`src/rtl/id_alu_decode_if.sv`:
```
// ID -> EX handshake and decoded-payload bundle for the RV32I ALU decode stage.
// master drives the ID side and consumes EX; slave is the decode stage itself.
interface id_alu_decode_if;
  logic        flush;
  logic        id_valid;
  logic [31:0] id_inst;
  logic        id_ready;
  logic        ex_ready;
  logic        ex_valid;
  logic [1:0]  ex_alu_op;
  logic [3:0]  alu_funct;
  logic [1:0]  ex_a_sel;
  logic        ex_b_imm;
  logic [31:0] ex_imm;
  logic        ex_illegal;

  modport master (
    output flush, id_valid, id_inst, ex_ready,
    input  id_ready, ex_valid, ex_alu_op, alu_funct, ex_a_sel, ex_b_imm,
           ex_imm, ex_illegal
  );

  modport slave (
    input  flush, id_valid, id_inst, ex_ready,
    output id_ready, ex_valid, ex_alu_op, alu_funct, ex_a_sel, ex_b_imm,
           ex_imm, ex_illegal
  );
endinterface

```
`src/rtl/id_alu_decode.sv`:
```
// RV32I decode into EX-stage ALU control, operand selects and immediate,
// held in one ID/EX register with valid/ready handshake and synchronous flush.
module id_alu_decode (
  input  logic           clk,
  input  logic           rst_n,
  id_alu_decode_if.slave bus
);

  localparam logic [1:0] ALU_OP_ADD = 2'b00;
  localparam logic [1:0] ALU_OP_SUB = 2'b01;
  localparam logic [1:0] ALU_OP_R   = 2'b10;
  localparam logic [1:0] ALU_OP_I   = 2'b11;

  localparam logic [6:0] OPC_OP     = 7'b0110011;
  localparam logic [6:0] OPC_OP_IMM = 7'b0010011;
  localparam logic [6:0] OPC_LOAD   = 7'b0000011;
  localparam logic [6:0] OPC_STORE  = 7'b0100011;
  localparam logic [6:0] OPC_BRANCH = 7'b1100011;
  localparam logic [6:0] OPC_LUI    = 7'b0110111;
  localparam logic [6:0] OPC_AUIPC  = 7'b0010111;
  localparam logic [6:0] OPC_JAL    = 7'b1101111;
  localparam logic [6:0] OPC_JALR   = 7'b1100111;

  localparam logic [6:0] F7_ZERO = 7'b0000000;
  localparam logic [6:0] F7_ALT  = 7'b0100000;

  typedef enum logic [1:0] {
    A_RS1  = 2'd0,
    A_PC   = 2'd1,
    A_ZERO = 2'd2
  } a_sel_e;

  logic [31:0] inst;
  logic [6:0]  opcode;
  logic [2:0]  funct3;
  logic [6:0]  funct7;

  assign inst   = bus.id_inst;
  assign opcode = inst[6:0];
  assign funct3 = inst[14:12];
  assign funct7 = inst[31:25];

  logic [31:0] imm_i, imm_s, imm_b, imm_u, imm_j;

  assign imm_i = {{20{inst[31]}}, inst[31:20]};
  assign imm_s = {{20{inst[31]}}, inst[31:25], inst[11:7]};
  assign imm_b = {{19{inst[31]}}, inst[31], inst[7], inst[30:25], inst[11:8], 1'b0};
  assign imm_u = {inst[31:12], 12'b0};
  assign imm_j = {{11{inst[31]}}, inst[31], inst[19:12], inst[20], inst[30:21], 1'b0};

  // Shift-right and add/sub are the only funct3 values that carry an alternate form.
  logic alt_f3;
  assign alt_f3 = (funct3 == 3'b000) || (funct3 == 3'b101);

  logic [1:0]  alu_op_d,  alu_op_q;
  logic [3:0]  funct_d,   funct_q;
  a_sel_e      a_sel_d,   a_sel_q;
  logic        b_imm_d,   b_imm_q;
  logic [31:0] imm_d,     imm_q;
  logic        illegal_d, illegal_q;
  logic        valid_q;

  always_comb begin
    // NOTE: every output of this block gets a default before the case, so no
    // opcode path can leave a signal unassigned and infer a latch.
    alu_op_d  = ALU_OP_ADD;
    funct_d   = 4'b0000;
    a_sel_d   = A_RS1;
    b_imm_d   = 1'b0;
    imm_d     = '0;
    illegal_d = 1'b0;

    case (opcode)
      OPC_OP: begin
        alu_op_d  = ALU_OP_R;
        funct_d   = {inst[30], funct3};
        illegal_d = !((funct7 == F7_ZERO) || ((funct7 == F7_ALT) && alt_f3));
      end
      OPC_OP_IMM: begin
        alu_op_d = ALU_OP_I;
        funct_d  = {alt_f3 ? inst[30] : 1'b0, funct3};
        b_imm_d  = 1'b1;
        imm_d    = imm_i;
        if (funct3 == 3'b001)
          illegal_d = (funct7 != F7_ZERO);
        else if (funct3 == 3'b101)
          illegal_d = (funct7 != F7_ZERO) && (funct7 != F7_ALT);
      end
      OPC_LOAD: begin
        b_imm_d = 1'b1;
        imm_d   = imm_i;
      end
      OPC_STORE: begin
        b_imm_d = 1'b1;
        imm_d   = imm_s;
      end
      OPC_BRANCH: begin
        alu_op_d  = ALU_OP_SUB;
        funct_d   = {1'b0, funct3};
        imm_d     = imm_b;
        illegal_d = (funct3 == 3'b010) || (funct3 == 3'b011);
      end
      OPC_LUI: begin
        a_sel_d = A_ZERO;
        b_imm_d = 1'b1;
        imm_d   = imm_u;
      end
      OPC_AUIPC: begin
        a_sel_d = A_PC;
        b_imm_d = 1'b1;
        imm_d   = imm_u;
      end
      OPC_JAL: begin
        a_sel_d = A_PC;
        b_imm_d = 1'b1;
        imm_d   = imm_j;
      end
      OPC_JALR: begin
        b_imm_d   = 1'b1;
        imm_d     = imm_i;
        illegal_d = (funct3 != 3'b000);
      end
      default: illegal_d = 1'b1;
    endcase

    // Illegal entries present a harmless add of zero to EX.
    if (illegal_d) begin
      alu_op_d = ALU_OP_ADD;
      funct_d  = 4'b0000;
      a_sel_d  = A_RS1;
      b_imm_d  = 1'b0;
      imm_d    = '0;
    end
  end

  logic id_ready;
  logic capture;

  assign id_ready = !valid_q || bus.ex_ready;
  assign capture  = bus.id_valid && id_ready && !bus.flush;

  always_ff @(posedge clk) begin
    // NOTE: state registers use non-blocking assignment so every flop samples
    // pre-edge values regardless of statement order within the block.
    if (!rst_n) begin
      // NOTE: the payload is reset too, not just the valid bit, because EX may
      // observe the fields while ex_valid is low and expects defined values.
      valid_q   <= 1'b0;
      alu_op_q  <= ALU_OP_ADD;
      funct_q   <= 4'b0000;
      a_sel_q   <= A_RS1;
      b_imm_q   <= 1'b0;
      imm_q     <= '0;
      illegal_q <= 1'b0;
    end else if (bus.flush) begin
      valid_q <= 1'b0;
    end else if (capture) begin
      valid_q   <= 1'b1;
      alu_op_q  <= alu_op_d;
      funct_q   <= funct_d;
      a_sel_q   <= a_sel_d;
      b_imm_q   <= b_imm_d;
      imm_q     <= imm_d;
      illegal_q <= illegal_d;
    end else if (bus.ex_ready || !valid_q) begin
      valid_q <= 1'b0;
    end
  end

  assign bus.id_ready   = id_ready;
  assign bus.ex_valid   = valid_q;
  assign bus.ex_alu_op  = alu_op_q;
  assign bus.alu_funct  = funct_q;
  assign bus.ex_a_sel   = a_sel_q;
  assign bus.ex_b_imm   = b_imm_q;
  assign bus.ex_imm     = imm_q;
  assign bus.ex_illegal = illegal_q;

endmodule

```
`src/flat_wrapper.sv`:
```
// flat-port wrapper written by rule: the top's interface ports become plain ports
module id_alu_decode_flat 
  (clk, rst_n, bus_flush, bus_id_valid, bus_id_inst, bus_ex_ready, bus_id_ready, bus_ex_valid, bus_ex_alu_op, bus_alu_funct, bus_ex_a_sel, bus_ex_b_imm, bus_ex_imm, bus_ex_illegal);
  id_alu_decode_if bus_i ();
  input  logic clk;
  input  logic rst_n;
  input wire logic [$bits(bus_i.flush)-1:0] bus_flush;
  input wire logic [$bits(bus_i.id_valid)-1:0] bus_id_valid;
  input wire logic [$bits(bus_i.id_inst)-1:0] bus_id_inst;
  input wire logic [$bits(bus_i.ex_ready)-1:0] bus_ex_ready;
  output wire logic [$bits(bus_i.id_ready)-1:0] bus_id_ready;
  output wire logic [$bits(bus_i.ex_valid)-1:0] bus_ex_valid;
  output wire logic [$bits(bus_i.ex_alu_op)-1:0] bus_ex_alu_op;
  output wire logic [$bits(bus_i.alu_funct)-1:0] bus_alu_funct;
  output wire logic [$bits(bus_i.ex_a_sel)-1:0] bus_ex_a_sel;
  output wire logic [$bits(bus_i.ex_b_imm)-1:0] bus_ex_b_imm;
  output wire logic [$bits(bus_i.ex_imm)-1:0] bus_ex_imm;
  output wire logic [$bits(bus_i.ex_illegal)-1:0] bus_ex_illegal;
  assign bus_i.flush = bus_flush;
  assign bus_i.id_valid = bus_id_valid;
  assign bus_i.id_inst = bus_id_inst;
  assign bus_i.ex_ready = bus_ex_ready;
  assign bus_id_ready = bus_i.id_ready;
  assign bus_ex_valid = bus_i.ex_valid;
  assign bus_ex_alu_op = bus_i.ex_alu_op;
  assign bus_alu_funct = bus_i.alu_funct;
  assign bus_ex_a_sel = bus_i.ex_a_sel;
  assign bus_ex_b_imm = bus_i.ex_b_imm;
  assign bus_ex_imm = bus_i.ex_imm;
  assign bus_ex_illegal = bus_i.ex_illegal;
  id_alu_decode u_core (.clk(clk), .rst_n(rst_n), .bus(bus_i));
endmodule
```
`config.mk`:
```
export PLATFORM = sky130hd
export DESIGN_NAME = id_alu_decode_flat
export DESIGN_NICKNAME = d
export VERILOG_FILES = /design/src/rtl/id_alu_decode_if.sv /design/src/rtl/id_alu_decode.sv /design/src/flat_wrapper.sv
export SDC_FILE = /design/constraint.sdc
export NUM_CORES = 1
export LEC_CHECK = 0
export ABC_AREA = 1
export CORE_ASPECT_RATIO = 1.4
export CORE_MARGIN = 5
export CORE_UTILIZATION = 45
export DETAILED_ROUTE_END_ITERATION = 8
export PLACE_DENSITY = 0.81
export SYNTH_ARGS = -nofsm -noshare
export SYNTH_HDL_FRONTEND = slang
export SYNTH_SLANG_ARGS = --single-unit
```
`constraint.sdc`:
```
create_clock -name clk -period 3.43 [get_ports clk]
set_input_delay 0.5145 -clock clk [delete_from_list [all_inputs] [get_ports clk]]
set_output_delay 0.5145 -clock clk [all_outputs]
set_load 0.01 [all_outputs]
```
==> results by group <==
Routing
  – DRC errors left: 0
  – Routed WL per cell: 14.0 um
  – Final wirelength: ~7 mm
  – Initial drt markers: 119
  – Pre-Repair DR Iteration Count: 4
  – Vias/cell: between 5 and 6
  – Routed vias: 2566
  – Final ANT Viol Nets: 0

Synth
  – Cell with the most instances after synthesis: nand2_1
  – Synth Area in Simple Gates: between 40% and 50%
  – Register bit total from synthesis: 43
  – Seq/Total Area, Yosys: 32.8%
  – Mean post-synth cell area: 7.17 um2
  – Largest family of logic cells by synthesized area: simple AND/OR/NAND/NOR gates
  – Synth area leader: dfxtp_1
  – Yosys cell types: 26
  – Synth area leaders: dfxtp_1 (33%), nand2_1 (15%), nand3_2 (12%), a21oi_2 (8.0%), nand3_1 (5.5%)
  – Synth top cells by count: nand2_1 (102), dfxtp_1 (43), nand3_2 (31)
  – Post-synthesis cell count: 366
  – Synth top area share: 32.8%
  – Synth Cell Area: 2630 um2
  – Synth warnings: 0
  – Post-synthesis compound-gate area fraction: between 10% and 20%
  – Post-synth EDFFs: 0
  – Net count after synthesis: 403
  – Multiplexer share of the synthesized area: 0%
  – Most used flip-flop cell after synthesis: dfxtp_1
  – Synth async-reset ratio: 0%
  – Synth Area in XOR/XNOR: 0%
  – Adder-Cell Fraction of Synth Area: 0%

STA
  – Slew Limit Headroom: 50.9%
  – Hold Vio Cnt, Final: 0
  – Slew @ Worst Pin: 0.732 ns
  – Peak Freq: approximately 0.4 GHz
  – Post-layout minimum cycle time: 2.45 ns
  – RSZ-0062 raised after global routing: false
  – Final Max Slew Viols: 0
  – Fin Setup TNS: 0 ns
  – Clk_skew: 0.00847 ns
  – Fin crit share: about 70%
  – Final setup viols: 0

Job
  – Max_cap viols: 0

Cells and area
  – Layout net count: 473
  – Sequential Area: roughly 860 um2
  – Fillcell total: between 500 and 600
  – Area delta synth->final: 35.1%
  – Antenna Cells: 0
  – Layout cells sized above 1: 21.3%
  – Multi-input logic area: 1530 um2

Global route
  – GRT Total Usage: 20.0%
  – Initial antenna violation count: 0
  – Vias in the first global route: 2575
  – First-pass GRT wire length: 12.0 mm
  – Remaining global-route overflow: 0
  – Largest net degree at the start of global routing: 41

Clocking
  – H-tree levels: 2
  – Post-CTS sizing: 0
  – Clock root buffer: clkbuf_8
  – CTS Buf Count: 5
  – Clock Path Buffers: 2
  – CTS sink count: 43
  – Hold Buf Count CTS: 0
  – Clk slew on worst S/H paths: 0.09 ns
  – Setup bufs post-CTS: 0
  – Clk_lat worst skew: 0.30 ns
  – CTS tree: built

Floorplanning
  – Die height: 100 um
  – Core area: 5780 um2
  – Starting Density: around 45%
  – Die Area: 7480 um2
  – # rows: 33
  – Die width: 74.6 um
  – Number of top-level pins: just over 80

Setup path
  – Setup crit end kind: flop
  – Worst Path Required: 3.63 ns
  – CP bufs+invs: 3
  – Crit-path slowest cell: clkdlybuf4s50_1
  – CP cell instances: clkdlybuf4s50_1 -> nand2_4 -> nor2_8 -> nand2_2 -> inv_4 -> nor2_2 -> nand2_2 -> nor2_4 -> nor2_8 -> nand2_1 -> o211ai_1 -> inv_2
  – Crit-path max FO: 40
  – Reg2reg setup slack: 1.95 ns
  – Worst EP arrival: 2.65 ns
  – CP Class: in2reg
  – Largest delay contributor family on the critical path: simple AND/OR/NAND/NOR gates
  – Crit path launch type: input port
  – Max incr delay on CP: approximately 0.6 ns

Placement
  – Detailed Place HPWL: around 5.5 mm
  – Final GP Congestion: 0.925
  – IO buf count: 80

Hold path
  – Min-Delay Path Class: reg2reg

Power and ir drop
  – PwrDens: between 200 and 300 nW/um2
  – Final Power: between 1000 and 1500 uW
  – Worst vdd ir: 0.165 mV
  – P_leak: 0.00135 uW

Status
  – Status: completed
[placed cells by master (no fill, tap or decap), drive strengths merged, types with 5 or more instances in the layout]
master	instances
nand2	109
clkdlybuf4s50	80
nand3	60
a21oi	46
dfxtp	43
nor2	31
inv	30
nand4	13
o21ai	7
clkbuf	5
[where the power goes]
| group | switching (uW) | internal (uW) | total, uW |
|---|---|---|---|
| logic | 86.3 | 59.8 | 146 |
| clock network | 182 | 217 | 399 |
| registers | 0.862 | 500 | 501 |
| total | 269 | 777 | 1050 |
[worst paths after layout]
path              cells past startpoint                    from                     end
setup / recovery                     12          bus_id_inst[5]   u_core.bus.ex_illegal
hold / removal                        2  u_core.bus.ex_a_sel[1]  u_core.bus.ex_a_sel[1]
setup reg to reg                      6     u_core.bus.ex_valid  u_core.bus.ex_a_sel[0]
hold reg to reg                       2  u_core.bus.ex_a_sel[1]  u_core.bus.ex_a_sel[1]
[worst register-to-register path, cell delays in order (launching register included)]
cell and delay [ns]:
dfxtp_1 0.32, inv_1 0.05, nor2_1 0.06, nor3_4 0.12, buf_4 0.49, o21ai_0 0.22
a21oi_1 0.15
[cell type report]
type                            instances  share of cell area [%]
Multi-Input combinational cell        270                    43.2
Timing Repair Buffer                   84                    23.4
Tap cell                               70                    2.47
Clock buffer                            5                    1.94
Inverter                               32                    3.46
Clock inverter                          3                    1.24
Sequential cell                        43                    24.3
[per-stage QoR]
stage | hold WS, ns | area [um2] | cells | setup WS (ns) | util, %
2_1_floorplan | 0.489 | 2630 | 366 | 1.71 | -
3_3_place_gp | 0.452 | 3430 | 499 | 0.636 | 59.4
3_5_place_dp | 0.455 | 3430 | 499 | 0.652 | 59.4
4_1_cts | 0.468 | 3550 | 507 | 0.974 | 61.3
5_1_grt | 0.488 | 3550 | 507 | 0.725 | 61.3
6_report | 0.466 | 3550 | 507 | 0.976 | 61.3
[flip-flops by register name, summed over array words and instances (netlist names)]
register,count
u_core.bus.ex_a_sel,2
u_core.bus.alu_funct,4
u_core.bus.ex_imm,32
u_core.bus.ex_valid,1
u_core.bus.ex_alu_op,2
u_core.bus.ex_b_imm,1
u_core.bus.ex_illegal,1
[per-layer routing]
layer	vias up	part of all wire [%]	global-route usage (%)	routed length (um)
li1	1335	-	-	-
met1	1153	43	24.4	3040
met2	62	51	35.0	3640
met3	16	3.5	2.40	245
met4	0	2.5	7.95	177
met5	-	0	0	0
[cells by family (layout without fill, tap and decap cells)]
kind of cell,Yosys count,in the layout
AOI/OAI and AO/OA,55,55
DFF,43,43
and+or+nand+nor,215,215
buffers and inverters,53,124
Power figures use the tool's default switching activity.
